$ cat src/rtl/rf_pkg.sv
// Shared defaults and helper functions for the scoreboarded register file.
package rf_pkg;

    localparam int unsigned DefaultXlen  = 32;
    localparam int unsigned DefaultNregs = 32;
    // Widest busy vector popcount() accepts; narrower vectors are zero-extended.
    localparam int unsigned MaxNregs     = 1024;

    function automatic int unsigned addr_width(input int unsigned nregs);
        return $clog2(nregs);
    endfunction

    function automatic int unsigned popcount(input logic [MaxNregs-1:0] bits);
        int unsigned n;
        n = 0;
        for (int i = 0; i < MaxNregs; i++) begin
            if (bits[i]) n++;
        end
        return n;
    endfunction

endpackage

$ cat src/rtl/rf_scoreboard.sv
// Per-register pending-write bits plus a registered count of how many are set.
module rf_scoreboard
    import rf_pkg::*;
#(
    parameter int unsigned NREGS = DefaultNregs,
    localparam int unsigned AW   = addr_width(NREGS)
) (
    input  logic             clk_i,
    input  logic             rst_ni,
    input  logic             wr_en_i,
    input  logic [AW-1:0]    wr_reg_i,
    input  logic             issue_i,
    input  logic [AW-1:0]    issue_reg_i,
    input  logic             flush_i,
    output logic [NREGS-1:0] busy_o,
    output logic [AW:0]      busy_cnt_o
);

    logic [NREGS-1:0]    busy_q, busy_d;
    logic [AW:0]         cnt_q, cnt_d;
    logic [MaxNregs-1:0] busy_ext;

    // Clear before set so a same-cycle issue beats both flush and writeback.
    always_comb begin
        busy_d = flush_i ? '0 : busy_q;
        if (wr_en_i) busy_d[wr_reg_i] = 1'b0;
        if (issue_i && (issue_reg_i != '0)) busy_d[issue_reg_i] = 1'b1;
        busy_d[0] = 1'b0;
        busy_ext = '0;
        busy_ext[NREGS-1:0] = busy_d;
        cnt_d = (AW+1)'(popcount(busy_ext));
    end

    always_ff @(posedge clk_i or negedge rst_ni) begin
        if (!rst_ni) begin
            busy_q <= '0;
            cnt_q  <= '0;
        end else begin
            busy_q <= busy_d;
            cnt_q  <= cnt_d;
        end
    end

    assign busy_o     = busy_q;
    assign busy_cnt_o = cnt_q;

endmodule

$ cat src/rtl/reg_file_sb.sv
// Multi-read-port register file with x0 hardwired to zero, optional write
// forwarding and a load scoreboard tracking pending destinations.
module reg_file_sb
    import rf_pkg::*;
#(
    parameter int unsigned XLEN   = DefaultXlen,
    parameter int unsigned NREGS  = DefaultNregs,
    parameter int unsigned NRD    = 2,
    parameter int unsigned BYPASS = 1,
    localparam int unsigned AW    = addr_width(NREGS)
) (
    input  logic                      clk,
    input  logic                      rst_n,
    input  logic [NRD-1:0][AW-1:0]    Read_reg,
    output logic [NRD-1:0][XLEN-1:0]  Read_data,
    output logic [NRD-1:0]            Read_busy,
    input  logic                      RegWrite,
    input  logic [AW-1:0]             Write_reg,
    input  logic [XLEN-1:0]           Write_data,
    input  logic                      Issue,
    input  logic [AW-1:0]             Issue_reg,
    input  logic                      Flush,
    output logic [AW:0]               Busy_cnt
);

    logic [XLEN-1:0]  regs_q [NREGS];
    logic [NREGS-1:0] busy;
    logic             wr_en;

    assign wr_en = RegWrite && (Write_reg != '0);

    // Entry 0 is never written, so it reads as zero without a special case.
    always_ff @(posedge clk or negedge rst_n) begin
        if (!rst_n) begin
            for (int r = 0; r < NREGS; r++) regs_q[r] <= '0;
        end else if (wr_en) begin
            regs_q[Write_reg] <= Write_data;
        end
    end

    for (genvar i = 0; i < NRD; i++) begin : g_rd
        logic hit;
        // Forwarding is gated by rst_n so outputs stay zero throughout reset.
        assign hit          = (BYPASS != 0) && rst_n && wr_en && (Write_reg == Read_reg[i]);
        assign Read_data[i] = hit ? Write_data : regs_q[Read_reg[i]];
        assign Read_busy[i] = !hit && busy[Read_reg[i]];
    end

    rf_scoreboard #(
        .NREGS (NREGS)
    ) u_scoreboard (
        .clk_i       (clk),
        .rst_ni      (rst_n),
        .wr_en_i     (RegWrite),
        .wr_reg_i    (Write_reg),
        .issue_i     (Issue),
        .issue_reg_i (Issue_reg),
        .flush_i     (Flush),
        .busy_o      (busy),
        .busy_cnt_o  (Busy_cnt)
    );

endmodule

$ cat config.mk
export PLATFORM = sky130hd
export DESIGN_NAME = reg_file_sb
export DESIGN_NICKNAME = d
export VERILOG_FILES = /design/src/rtl/rf_pkg.sv /design/src/rtl/rf_scoreboard.sv /design/src/rtl/reg_file_sb.sv
export SDC_FILE = /design/constraint.sdc
export NUM_CORES = 2
export LEC_CHECK = 0
export BUFFER_PORTS_ARGS = -buffer_cell sky130_fd_sc_hd__buf_2
export CAP_MARGIN = 20
export CORE_MARGIN = 10
export CORE_UTILIZATION = 50
export DETAILED_ROUTE_END_ITERATION = 10
export PLACE_DENSITY = 0.69
export SLEW_MARGIN = 40
export SYNTH_ARGS = -nofsm -noshare
export SYNTH_HDL_FRONTEND = slang
export SYNTH_SLANG_ARGS = --single-unit
$ cat constraint.sdc
create_clock -name clk -period 15.8 [get_ports clk]
set_clock_uncertainty 0.15 [all_clocks]
set_input_delay 0.79 -clock clk [delete_from_list [all_inputs] [get_ports clk]]
set_output_delay 0.79 -clock clk [all_outputs]
set_load 0.01 [all_outputs]
---- Word-level counts from Yosys, hierarchy flattened ----
Index checks and enable logic that the tools add are counted.
word-level totals
  bits in registers ....................... 1061
  bits of input ports ..................... 57
  output and inout bits ................... 72
operators by class
  add/sub/neg operators ................... 30
  magnitude comparators ................... 10
  eq/ne operators ......................... 2
  multiplexer cells ....................... 53
  bitwise operators ....................... 6
  reductions and logical operators ........ 14
operators with widths
  kind                 count
  $bwmux 1024          1
  $bmux 32 s5          2
  $mux 32              10
  $mux 6               29
  $add 6x1->6 const B  28
  $demux 32 s5         1
  $and 32x32->32       1
  $not 32->32          1
  $or 32x32->32        1
  $lt 5x6->1 const B   4
  $ge 6x6->1 const B   3
  $not 5->6            3
  $bmux 1 s5           2
  $demux 1 s5          2
  $eq 5x5->1           2
  $ge 5x1->1 const B   2
  $logic_and 1x1->1    10
  $reduce_bool 5->1    2
  $lt 6x1->1 const B   1
  $mux 1               5
  $add 2x1->3 const B  1
  $add 1x1->2 const B  1
  $logic_not 1->1      2
  $mux 2               1

---- Logic depth before layout (Yosys ltp) ----
  depth in word-level cells ............... 70
  gate-level depth with buffers ........... 85
  gate-level depth less buffers ........... 83

---- Cells and area by module ----
From an unflattened synthesis, not the netlist that was laid out.
unflattened totals
  cell total of the unflattened synthesis .. 4232
  area total of the unflattened synthesis .. 60644.4 um^2
modules (own cells, without submodules)
  module         instances  cells each  area an instance (um^2)
  reg_file_sb    1          3476        54410.9
  rf_scoreboard  1          756         6233.5

---- Worst setup path after synthesis ----
No wires, ideal clock.
  path type ............................... input-to-reg
  from .................................... input port RegWrite
  to ...................................... register u_scoreboard.cnt_q[5] (netlist: u_scoreboard.busy_cnt_o[5])
  data arrival time ....................... 15.121 ns
  data required time ...................... 15.526 ns
  path slack .............................. 0.404 ns
  cell stages on the path ................. 81
  cells stage by stage .................... buf_2 nor4b_4 nand2_1 buf_1 a32oi_1 ha_1 and2_1 a221oi_4 xor2_1 a21oi_1 ha_1 nor3_1 nor3_1 or3_1 nand3_1 and2_1 ha_1 a21o_1 [45 not listed] ha_1 a22o_1 xnor2_1 nand2_1 o21a_1 ha_1 mux2i_1 o21ai_0 ha_1 mux2_2 ha_1 nand2_1 xor2_1 nand4_1 nor2b_1 o21ai_0 o211ai_2 xnor2_1
between the ends
  word-level cells in the longest chain between the ends .. 64
ends and longest elaborated chain
  item                       line                 RTL
  start, declared            reg_file_sb.sv:17    input logic RegWrite,
  $mux 32 *                  rf_scoreboard.sv:26  if (wr_en_i) busy_d[wr_reg_i] = 1'b0;
  $or 32x32->32 (no line)    --
  $mux 32 *                  rf_scoreboard.sv:27  if (issue_i && (issue_reg_i != '0)) busy_d[issue_reg_i] = 1'b1;
  $mux 1                     rf_pkg.sv:17         if (bits[i]) n++;
  $add 1x1->2                rf_pkg.sv:17
  $mux 2                     rf_pkg.sv:17
  $add 2x1->3                rf_pkg.sv:17
  $mux 6                     rf_pkg.sv:17
  [49 not listed]            --
  $mux 6                     rf_pkg.sv:17
  $add 6x1->6                rf_pkg.sv:17
  $mux 6                     rf_pkg.sv:17
  $add 6x1->6                rf_pkg.sv:17
  $mux 6                     rf_pkg.sv:17
  $add 6x1->6                rf_pkg.sv:17
  $mux 6 *                   rf_pkg.sv:17
  net u_scoreboard.cnt_d[5]  rf_scoreboard.sv:20  logic [AW:0] cnt_q, cnt_d;
  end signal, assigned       rf_scoreboard.sv:40  cnt_q <= cnt_d;
  end, declared              rf_scoreboard.sv:20
The timed path passes the listed nets; every way through them passes the cells marked *.
A chain may end at the register's enable or synchronous reset.

---- Final worst setup path ----
  from .................................... input port Write_reg[4]
  to ...................................... register u_scoreboard.cnt_q[4] (netlist: u_scoreboard.busy_cnt_o[4])
between the ends
  word-level cells in the longest chain between the ends .. 70
  elaborated cells between the ends (all ways) .. 71
  those cells by class .................... 30 x add/sub; 2 x order compare; 35 x mux; 3 x bitwise; 1 x reduce/logical
ends and longest elaborated chain
  item                                                                   line                 RTL
  start, declared                                                        reg_file_sb.sv:18    input logic [AW-1:0] Write_reg,
  $lt 5x6->1 (implied by the code) / $ge 5x1->1 (equally long branches)  rf_scoreboard.sv:26
  $logic_and 1x1->1 (implied by the code)                                rf_scoreboard.sv:26
  $mux 1 (implied by the code)                                           rf_scoreboard.sv:26
  $demux 1 s5 *                                                          --
  $not 32->32 (no line) *                                                --
  $and 32x32->32 (no line) *                                             --
  $mux 32 *                                                              rf_scoreboard.sv:26
  $or 32x32->32 (no line)                                                --
  [55 not listed]                                                        --
  $mux 6                                                                 rf_pkg.sv:17
  $add 6x1->6                                                            rf_pkg.sv:17
  $mux 6                                                                 rf_pkg.sv:17
  $add 6x1->6                                                            rf_pkg.sv:17
  $mux 6                                                                 rf_pkg.sv:17
  $add 6x1->6                                                            rf_pkg.sv:17
  $mux 6 *                                                               rf_pkg.sv:17
  net u_scoreboard.cnt_d[4]                                              rf_scoreboard.sv:20
Marks and branches as above.

==> run metrics <==
vias 38200; Max-slew headroom 37.4%; Initial DRT Pass Iterations 6; Final min period between 10 and 15 ns; antenna violations before repair 9; Die Ht 369 um; total grt overflow 0; setup_tns 0 ns; max cap viols 0; largest net degree at the start of global routing 160; DIE WIDTH around 370 um; Crit path largest cell delay 0.35 ns; Core ar. approximately 120000 sq um; WP data required 16.27 ns; synthesized area slightly above 60000 sq um; CP arrival 15.30 ns; Slowest-stage cell, CP ha_1; Rows roughly 130; post-synth top area cell dfrtp_1; crit path launch type input port; clock sink total 1061; kind of critical path input port to flop; Ys Warns 0; CTS tree done; Avg Inst Size Synth 14.8 sq um; routed len/inst around 29 um; first-pass GRT wire length 256 mm; Seq cells post-synth between 1000 and 1500; dpl hpwl between 90 and 100 mm; final core utilization 55.7%; status complete, no violations; Tot GR Track Use 24.8%; DRC 0; cell area power density 121 nW/um^2; delay-heaviest family, CP adder cells; Total Power 8.23 mW; Max Freq 67.4 MHz; Post-synth EDFFs 0; non-filler instance count after layout 5765; dominant synthesized flop cell dfrtp_1; CP Buf/Inv Count 4; clk_lat worst skew 0.71 ns; final setup fails 0; Synth area leaders dfrtp_1 (43%), mux4_2 (24%), mux2_2 (18%); Via-to-Cell Ratio 6.63; share of the synthesized area in the top cell type 43.5%; DP Area 63500 sq um; Inserted Clock Buffers 113; initial drt markers between 3000 and 4000; clock buffer depth 3; layout cell share with drive strength beyond 1 52.8%; ys async rst share 100%; clock slew at reported path FFs 0.06 ns; htree depth 3; period utilization a little over nine tenths; Ports 129; Netlist cell types 98; Post-Synthesis Cells 4116; worst slew pin tran 0.939 ns; syn_nets 4205; final net count 4138; Hold Path Class flop to flop; Area growth syn-to-layout 11.0%; final instance area 67800 sq um; Slew Viols, Final 0; dpl cells 5545; post-synthesis sequential area ratio between 40% and 50%; Fin. Hold Viols 0; Top cell by count, worst path ha_1; Port Buffer Count 128; die area 136000 sq um; Root Driver clkbuf_16; Critical Path Fanout Max 5; vias in the first global route ~40000; maximum VDD drop 0.0977 mV; starting density of the core 50.2%; routability cong. 0.876; ANT nets after route 0; Routed WL around 170 mm; leakage power ~29 nW; CP endpoint kind flop
## worst reg2reg max path: cells and delay by family (launching register included)
| kind | cells | cell delay (ns) |
|---|---|---|
| fa+ha+maj | 16 | 4.53 |
| compound gates | 27 | 3.97 |
| xor+xnor | 13 | 2.27 |
| simple gates | 17 | 2.06 |
| mux | 3 | 0.87 |
| flops | 1 | 0.42 |
| buf+inv | 3 | 0.21 |
## layout by cell type, fill, tap and decap left out, types with 11 or more instances in the layout
cell       netlist  routed
a21oi_1         78      76
xor2_1          34      33
a211oi_1        12      12
buf_6            1      31
nor2_1         105      86
xnor2_1         89      86
mux2i_1         76      76
ha_1            32      31
clkbuf_1       305      19
o32ai_1         12      11
buf_4            1      65
and2_1          17      17
dfrtp_1       1061    1061
nor3_1          17      16
nor2_4           0      17
nand2_1        118     104
o21ai_0         65      61
buf_2           14     117
bufinv_16        0      13
mux4_2         658     658
o211ai_1        11      11
clkinv_2         0      23
clkbuf_16        0     114
mux2_2        1000    1000
inv_1           51      50
xnor2_2          9      12
nand3_1         41      40
buf_12           0      11
nor2b_1         16      16
clkbuf_8         0      21
## routing by layer
metal	part of all wire, %	global-route usage (%)	vias to the layer above
met3	7.4	4.75	305
met2	47	38.0	1429
met5	0.026	0	-
met1	43	35.7	20700
met4	3.0	7.93	8
li1	-	-	15800
## cells by family after synthesis
logic type | Yosys count | synth area share [%]
muxes | 1734 | 44.0
DFF | 1061 | 43.5
buffers and inverters | 479 | 2.99
and+or+nand+nor | 382 | 3.05
AOI/OAI and AO/OA | 275 | 3.03
xor gates and xnor gates | 153 | 2.80
adders and majority gates | 32 | 0.656
## sequential cells by signal (all words and copies together) (netlist names)
signal and cells:
regs_q 1024, u_scoreboard.busy_o 31, u_scoreboard.busy_cnt_o 6
## path summary, 6_finish.rpt
path                                                   endpoint  slack (ns)  depth (start not counted)                        startpoint
hold / removal                         regs_q[1008]$_DFFE_PN0P_        0.24                          0          regs_q[1008]$_DFFE_PN0P_
setup reg to reg           u_scoreboard.busy_cnt_o[4]$_DFF_PN0_        1.18                         79  u_scoreboard.busy_o[1]$_DFF_PN0_
hold reg to reg                        regs_q[1008]$_DFFE_PN0P_        0.24                          0          regs_q[1008]$_DFFE_PN0P_
max in group asynchronous     u_scoreboard.busy_o[17]$_DFF_PN0_       12.23                          6                             rst_n
setup / recovery           u_scoreboard.busy_cnt_o[4]$_DFF_PN0_        0.97                         82                      Write_reg[4]
min in group asynchronous               regs_q[202]$_DFFE_PN0P_        0.45                          2                             rst_n
## cell type report
type / instances / area [sq um]
tap: 1625 / 2030
fill: 9590 / 53800
sequential: 1061 / 26600
clock inverter: 50 / 663
clock buffer: 154 / 3210
inverter: 59 / 221
timing repair buffer: 238 / 1950
antenna: 2 / 5.00
multi-input combinational: 2576 / 33100
## cells in the mapped netlist (5+ instances only)
| master | n |
|---|---|
| clkinv_1 | 5 |
| xnor2_2 | 9 |
| xor2_1 | 34 |
| a31oi_1 | 7 |
| a21o_1 | 9 |
| o32ai_1 | 12 |
| and2_1 | 17 |
| nand4_1 | 10 |
| ha_1 | 32 |
| nor4_1 | 5 |
| nor2_1 | 105 |
| o211ai_1 | 11 |
| a211oi_1 | 12 |
| o21ai_0 | 65 |
| nand3_1 | 41 |
| a21boi_0 | 5 |
| nand2_1 | 118 |
| a2111oi_0 | 5 |
| mux2i_1 | 76 |
| and3_1 | 8 |
| mux2_2 | 1000 |
| buf_1 | 99 |
| nand3b_1 | 8 |
| a21oi_1 | 78 |
| buf_2 | 14 |
| dfrtp_1 | 1061 |
| xnor2_4 | 5 |
| inv_1 | 51 |
| xnor2_1 | 89 |
| nor2b_1 | 16 |
| xnor3_1 | 5 |
| mux4_2 | 658 |
| nor3_1 | 17 |
| clkbuf_1 | 305 |
| or3_1 | 6 |
| nand2b_1 | 6 |
## power by group
part | total, mW | internal (mW) | leakage (nW) | switching, mW
Clock | 2.78 | 1.64 | 1.91 | 1.14
Sequential | 3.57 | 3.22 | 13.6 | 0.350
Combinational | 1.88 | 1.13 | 13.1 | 0.747
## timing repair
item | 4_1_cts | 5_1_grt
hold buffers | 1 | 0
endpoints found under the setup margin | 0 | 5
buffers inserted | 0 | 8
gates resized for setup | 0 | 27
hold endpoints to repair | 42 | 0
## through the flow
step,setup slack (ns),hold WS [ns]
finish,0.967,0.243
detailed placement,-0.353,0.232
global placement,0.109,0.226
floorplan,0.404,0.291
global route,-0.0907,0.257
CTS,0.340,0.247
Note: power is estimated with default switching activity, not from simulation.
